[src/rtl/seqdet_pkg.sv]
// seqdet_pkg: shared constants, FSM state type and target symbol table for sequence_detector
package seqdet_pkg;
  localparam int DATA_W = 3;
  localparam int SEQ_LEN = 8;
  localparam int CNT_W = 8;
  // Sn: the first n target symbols have been matched by the most recent inputs
  typedef enum logic [2:0] {S0, S1, S2, S3, S4, S5, S6, S7} state_t;
  // Target sequence, oldest symbol at index 0
  localparam logic [DATA_W-1:0] SEQ_SYM [SEQ_LEN] = '{
    3'b001, 3'b101, 3'b110, 3'b000, 3'b110, 3'b110, 3'b011, 3'b101
  };
endpackage

[src/rtl/seqdet_match_counter.sv]
// seqdet_match_counter: saturating detection counter
//   clk     - clock
//   reset_n - asynchronous active-low reset, clears count
//   inc     - count one detection on this edge
//   count   - detections so far, holds at all-ones
module seqdet_match_counter
  import seqdet_pkg::*;
(
  input  logic             clk,
  input  logic             reset_n,
  input  logic             inc,
  output logic [CNT_W-1:0] count
);
  always_ff @(posedge clk or negedge reset_n)
    if (!reset_n) count <= '0;
    else if (inc && count != '1) count <= count + 1'b1;
endmodule

[src/rtl/sequence_detector.sv]
// sequence_detector: Mealy detector for the 8-symbol target sequence in seqdet_pkg
//   clk            - clock, state updates on rising edge
//   reset_n        - asynchronous active-low reset, state to S0
//   data_in        - one 3-bit symbol per clock
//   sequence_found - high while data_in completes the sequence (combinational)
//   match_count    - saturating detection count, only when SEQDET_COUNT_EN is defined
module sequence_detector
  import seqdet_pkg::*;
(
  input  logic              clk,
  input  logic              reset_n,
  input  logic [DATA_W-1:0] data_in,
  output logic              sequence_found
`ifdef SEQDET_COUNT_EN
  ,
  output logic [CNT_W-1:0]  match_count
`endif
);
  state_t state;
  state_t state_nxt;
  logic   sym_hit;
  // The first symbol never recurs later in the sequence, so on any mismatch the
  // only useful overlap is the current symbol restarting a match as S1.
  always_comb begin
    sym_hit   = data_in == SEQ_SYM[state];
    state_nxt = (sym_hit && state != S7) ? state_t'(state + 3'd1)
              : (data_in == SEQ_SYM[0] ? S1 : S0);
  end
  assign sequence_found = state == S7 && data_in == SEQ_SYM[SEQ_LEN-1];
  always_ff @(posedge clk or negedge reset_n)
    if (!reset_n) state <= S0;
    else state <= state_nxt;
`ifdef SEQDET_COUNT_EN
  seqdet_match_counter u_cnt (
    .clk     (clk),
    .reset_n (reset_n),
    .inc     (sequence_found),
    .count   (match_count)
  );
`endif
endmodule

[config.mk]
export PLATFORM = sky130hd
export DESIGN_NAME = sequence_detector
export DESIGN_NICKNAME = d
export VERILOG_FILES = /design/src/rtl/seqdet_pkg.sv /design/src/rtl/seqdet_match_counter.sv /design/src/rtl/sequence_detector.sv
export SDC_FILE = /design/constraint.sdc
export NUM_CORES = 1
export LEC_CHECK = 0
export BUFFER_PORTS_ARGS = -buffer_cell sky130_fd_sc_hd__buf_2
export CORE_AREA = 2 2 39 41
export DETAILED_ROUTE_END_ITERATION = 8
export DIE_AREA = 0 0 41 43
export GPL_TIMING_DRIVEN = 0
export HOLD_SLACK_MARGIN = 0.1
export PLACE_DENSITY = 0.42
export SLEW_MARGIN = 10
export SYNTH_ARGS = -nofsm -noshare
export SYNTH_HDL_FRONTEND = slang
export SYNTH_SLANG_ARGS = --single-unit
[constraint.sdc]
create_clock -name clk -period 2.65 [get_ports clk]
set_clock_uncertainty 0.2 [all_clocks]
set_input_delay 0 -clock clk [delete_from_list [all_inputs] [get_ports clk]]
set_output_delay 0 -clock clk [all_outputs]
set_load 0.005 [all_outputs]
==> metrics.txt, run 1 <==
Mean Syn Cell Area=10.6 um^2; share of layout cells above drive strength 1=0.306; M1 GR Usage=0.0909; minimum clock period=about 2.2 ns; clock network fraction of total power=0.495; Power Density=approximately 460 nW/um^2; Worst EP required=2.59 ns; initial antenna violation count=0; Die Height=around 43 um; r2r startpoint=state[0]$_DFF_PN0_; Total GRT Usage=0.0856; crit path launch=state[0]$_DFF_PN0_; RSZ-0062 raised after global routing=false; most used routing layer=met2; H-tree depth=1; number of synthesis warnings=0; Lkg Pwr=0.000171 uW; antenna cell count=0; Multi-input gate area=154 um^2; Hold WS=between 0.1 and 0.15 ns; peak supply drop=0.199 mV; Post-CTS Setup Repair Bufs=0; critical path class=reg2reg; crit path launch type=register; FP Rows=14; worst hold start=data_in[2]; most frequent cells in the layout=5 x dlygate4sd3_1, 5 x buf_2, 3 x ha_1, 3 x clkbuf_4, 3 x dfrtp_1; CTS tree=yes; first-pass GRT wire length=952 um; ANT nets after route=0; grt met2 use=0.122; number of buffers created by CTS=3; Vias/cell=4.04; status=complete, no violations; Max-slew headroom=0.800; Worst-Margin Slew=0.300 ns; clock sink count=3; drt total wl=roughly 540 um; largest registers=state x3; number of flip-flops in the largest register=3; Fillers=153; setup violators final=0; internal power=123 uW; vias in the first global route=240; Combinational Power Share=0.189; total power=162 uW; crit path max fanout=4; Mapped Area=233 um^2; DRT Pass-1 Iters=1; drt wl/cell=10.3 um; nets@finish=45; sw frac=0.243; Hold Crit Class=in2reg; max-slew violations=0; Flop pwr share=0.316; clk buf depth=2; Max-Cap Viols=0; leading area contributor after synthesis=dfrtp_1; via count=210; Yosys cell types=16; num ports=6; Top reg by flops=state; Sw Pwr=39.5 uW; top cell type's share of synthesized area=0.323; Post-Route Setup TNS=0 ns; CP Capture Type=register; Initial Util=0.168; FF+latch area=~75 um^2; gr ovfl total=0; GPL Wtd Cong=0.616; die width=41 um; Final Cycle Share=0.812; post-synthesis register bit count=3; initial DRC count=0; clk root buf=clkbuf_4; syn nets=30; P&R area growth vs syn=52.2%; r2r setup slk=0.50 ns; I/O Buffers=5; CP arrival=around 2.1 ns; met3 Use GR=0.0314; core area=1380 um^2; Area contributors post-synth=dfrtp_1 32%, ha_1 16%, xnor2_1 7.5%; DRC=0; CTS clk-pin slew, worst paths=0.04 ns; FMAX=~460 MHz; sequential fraction of the synthesis area=0.323; pin count of the biggest net entering global routing=6; worst skew pair latency=0.23 ns; Hold Fails Final Rpt=0; die area=around 1800 um^2; Syn Inst Count=22
==> metal layers <==
layer	share of wire	routed length, um	vias up
met2	0.50	269	6
met1	0.46	244	99
met3	0.043	23	0
met5	0	0	-
met4	0	0	0
li1	-	-	105
==> repair_timing <==
item | in CTS | in global routing
hold buffers | 5 | 0
gates resized for setup | 0 | 0
hold endpoints to repair | 6 | 0
==> synthesized netlist by cell type, drive strengths merged <==
cell type / number
nor2b: 1
and2: 1
a221oi: 1
nand2: 1
and4b: 1
or3: 1
ha: 3
nand3: 2
or2: 1
dfrtp: 3
a21o: 1
mux2i: 1
xnor2: 2
or3b: 1
inv: 1
xor2: 1
==> final timing paths <==
check,end,cells after the start
setup / recovery,state[0]$_DFF_PN0_,6
hold / removal,state[1]$_DFF_PN0_,5
setup reg to reg,state[0]$_DFF_PN0_,6
hold reg to reg,state[0]$_DFF_PN0_,1
max in group asynchronous,state[1]$_DFF_PN0_,3
min in group asynchronous,state[2]$_DFF_PN0_,3
==> through the flow <==
stage,setup WS [ns],cells,cell area (um^2),utilization
finish,0.497,52,354,0.256
global route,0.418,52,354,0.256
CTS,0.486,52,354,0.256
detailed placement,0.494,43,278,0.201
global placement,0.595,43,278,0.201
floorplan,0.697,22,233,-
==> cells by family after synthesis <==
kind of cell / share of synthesized area
DFF: 0.323
and+or+nand+nor: 0.247
adders and majority gates: 0.161
buffers and inverters: 0.0161
xor gates and xnor gates: 0.113
AOI/OAI and AO/OA: 0.0968
muxes: 0.0430
==> cell type report <==
class                      count  area share
tap                           16      0.0565
clock buffer                   4      0.0742
inverter                       1      0.0106
timing repair buffer          10       0.212
sequential                     3       0.212
multi-input combinational     18       0.435
==> worst max-delay path, stage by stage, from the launching register on <==
cell      delay, ns
dfrtp_1        0.39
inv_1          0.06
ha_1           0.33
xnor2_1        0.13
or3_1          0.36
a221oi_2       0.35
mux2i_1        0.26
==> power by group through the flow <==
stage	Combinational (uW)	Sequential, uW	Clock (uW)
6_report	30.6	51.3	80.3
5_1_grt	33.9	51.5	92.9
4_1_cts	30.8	51.2	85.2
3_5_place_dp	25.6	51.8	0
3_3_place_gp	23.3	51.5	0
2_1_floorplan	17.1	51.1	0
No activity file was read; power rests on OpenSTA's default activity.
==> run 2: changes to the inputs <==
==> constraint.sdc (replaced) <==
create_clock -name clk -period 2.2 [get_ports clk]
set_clock_uncertainty 0.2 [all_clocks]
set_input_delay 0 -clock clk [delete_from_list [all_inputs] [get_ports clk]]
set_output_delay 0 -clock clk [all_outputs]
set_load 0.005 [all_outputs]
==> run 2 against run 1 <==
Via count rose by 8.6%. Clock power grew 21%. Design area is 11% higher. Critical endpoint unchanged. Largest power group unchanged.
==> metrics.txt, run 2 (synthesis gave the netlist of run 1 again) <==
CP Capture Type=register; largest registers=state x3; final cell count without fillers=55 (+5.8%); Initial Util=0.168 (unchanged); pin count of the biggest net entering global routing=6 (unchanged); GPL Wtd Cong=0.616 (unchanged); most frequent cells in the layout=5 x dlygate4sd3_1, 5 x buf_2; num ports=6 (unchanged); initial antenna violation count=0 (unchanged); clock sink count=3 (unchanged); total power=210 uW (+29%); Placement Cell Area=278 um^2 (unchanged); clk root buf=clkbuf_4; vias in the first global route=240 (unchanged); Worst-Margin Slew=0.273 ns (-0.0262 ns); crit path max fanout=4 (unchanged); worst skew pair latency=0.23 ns (about the same); r2r startpoint=state[0]$_DFF_PN0_; clk buf depth=2 (unchanged); nets@finish=48 (+6.7%); H-tree depth=1 (unchanged); Top reg by flops=state; core area=1380 um^2 (unchanged); share of layout cells above drive strength 1=0.385 (+0.0791); drt total wl=627 um (+17%); Hold WS=0.172 ns (+0.0500 ns); number of buffers created by CTS=3 (unchanged); DRT Pass-1 Iters=1 (unchanged); initial DRC count=0 (unchanged); gr ovfl total=0 (unchanged); max-slew violations=0 (unchanged); CTS tree=yes; Lkg Pwr=0.000207 uW (+21%); crit path launch=state[0]$_DFF_PN0_; Placed Cells=43 (unchanged); DRC=0 (unchanged); worst hold start=data_in[2]; Max-Cap Viols=0 (unchanged); drt wl/cell=11.4 um (+11%); number of flip-flops in the largest register=3 (unchanged); Layout Cell Area excl Fill=393 um^2 (+11%); Fillers=156 (+2.0%); reg2reg path depth=6 (unchanged); CTS clk-pin slew, worst paths=0.04 ns (about the same); Vias/cell=4.15 (+2.6%); P&R area growth vs syn=68.8%; first-pass GRT wire length=952 um (unchanged); status=complete, no violations; die width=41 um (unchanged); Hold Fails Final Rpt=0 (unchanged); ANT nets after route=0 (unchanged); FMAX=461 MHz (-0.70%); crit path launch type=register; critical path class=reg2reg; I/O Buffers=5 (unchanged); Hold Crit Class=in2reg; FP Rows=14 (unchanged); WHS Path Cells=5 (unchanged); peak supply drop=0.252 mV (+27%); Final Cycle Share=0.985 (+0.173); die area=1760 um^2 (unchanged); Total GRT Usage=0.0856 (unchanged); Max-slew headroom=0.818 (+0.0175); antenna cell count=0 (unchanged); CP arrival=2.11 ns (about the same); Die Height=43 um (unchanged); minimum clock period=2.17 ns (+0.0151 ns); Worst EP required=2.14 ns (-0.45 ns); via count=228 (+8.6%); Power Density=534 nW/um^2 (+16%); setup violators final=0 (unchanged)
[run 2: what timing repair did]
action	4_1_cts	5_1_grt
resized for setup	0	2
setup endpoints to repair	0	1
hold buffers	5	0
setup buffers	0	3
endpoints found under the hold margin	6	0
[run 2: layer usage]
metal / vias up / part of all wire / global-route usage
li1: 112 / - / -
met1: 110 / 0.41 / 0.0909
met2: 6 / 0.53 / 0.122
met3: 0 / 0.051 / 0.0314
met4: 0 / 0 / 0.0800
met5: - / 0 / 0
[run 2: final timing paths]
path / endpoint / slack, ns
worst max-delay path: state[0]$_DFF_PN0_ / 0.03
worst min-delay path: state[1]$_DFF_PN0_ / 0.17
worst max register to register: state[0]$_DFF_PN0_ / 0.03
worst min register to register: state[1]$_DFF_PN0_ / 0.41
max in group asynchronous: state[1]$_DFF_PN0_ / 1.23
min in group asynchronous: state[2]$_DFF_PN0_ / 0.43
[run 2: worst max-delay path: stages (launching register included)]
cell and delay [ns]:
dfrtp_1 0.38, inv_1 0.06, ha_1 0.33, xnor2_1 0.13, or3_4 0.38, a221oi_4 0.35, mux2i_1 0.25
[run 2: report_power, final]
group / total, uW / leakage [uW] / internal [uW] / switching, uW
combinational: 51.9 / 0.000151 / 31.5 / 20.4
clock: 96.8 / 0.0000150 / 68.0 / 28.8
sequential: 61.0 / 0.0000409 / 58.3 / 2.64
total: 210 / 0.000207 / 158 / 51.8
[run 2: final cells by class]
cell class                      instances  area (um^2)  share of cell area
Inverter                                1         3.75             0.00955
Sequential cell                         3         75.1               0.191
Multi-Input combinational cell         18          170               0.433
Tap cell                               16         20.0              0.0510
Clock buffer                            4         26.3              0.0669
Timing Repair Buffer                   13         97.6               0.248
[run 2: metrics by stage]
stage	util	worst slack (ns)	TNS, ns
after floorplan	-	0.247	0
after global placement	0.201	0.145	0
after detailed placement	0.201	0.0439	0
after CTS	0.256	0.0357	0
after global routing	0.284	-0.0493	-0.0493
final	0.284	0.0321	0
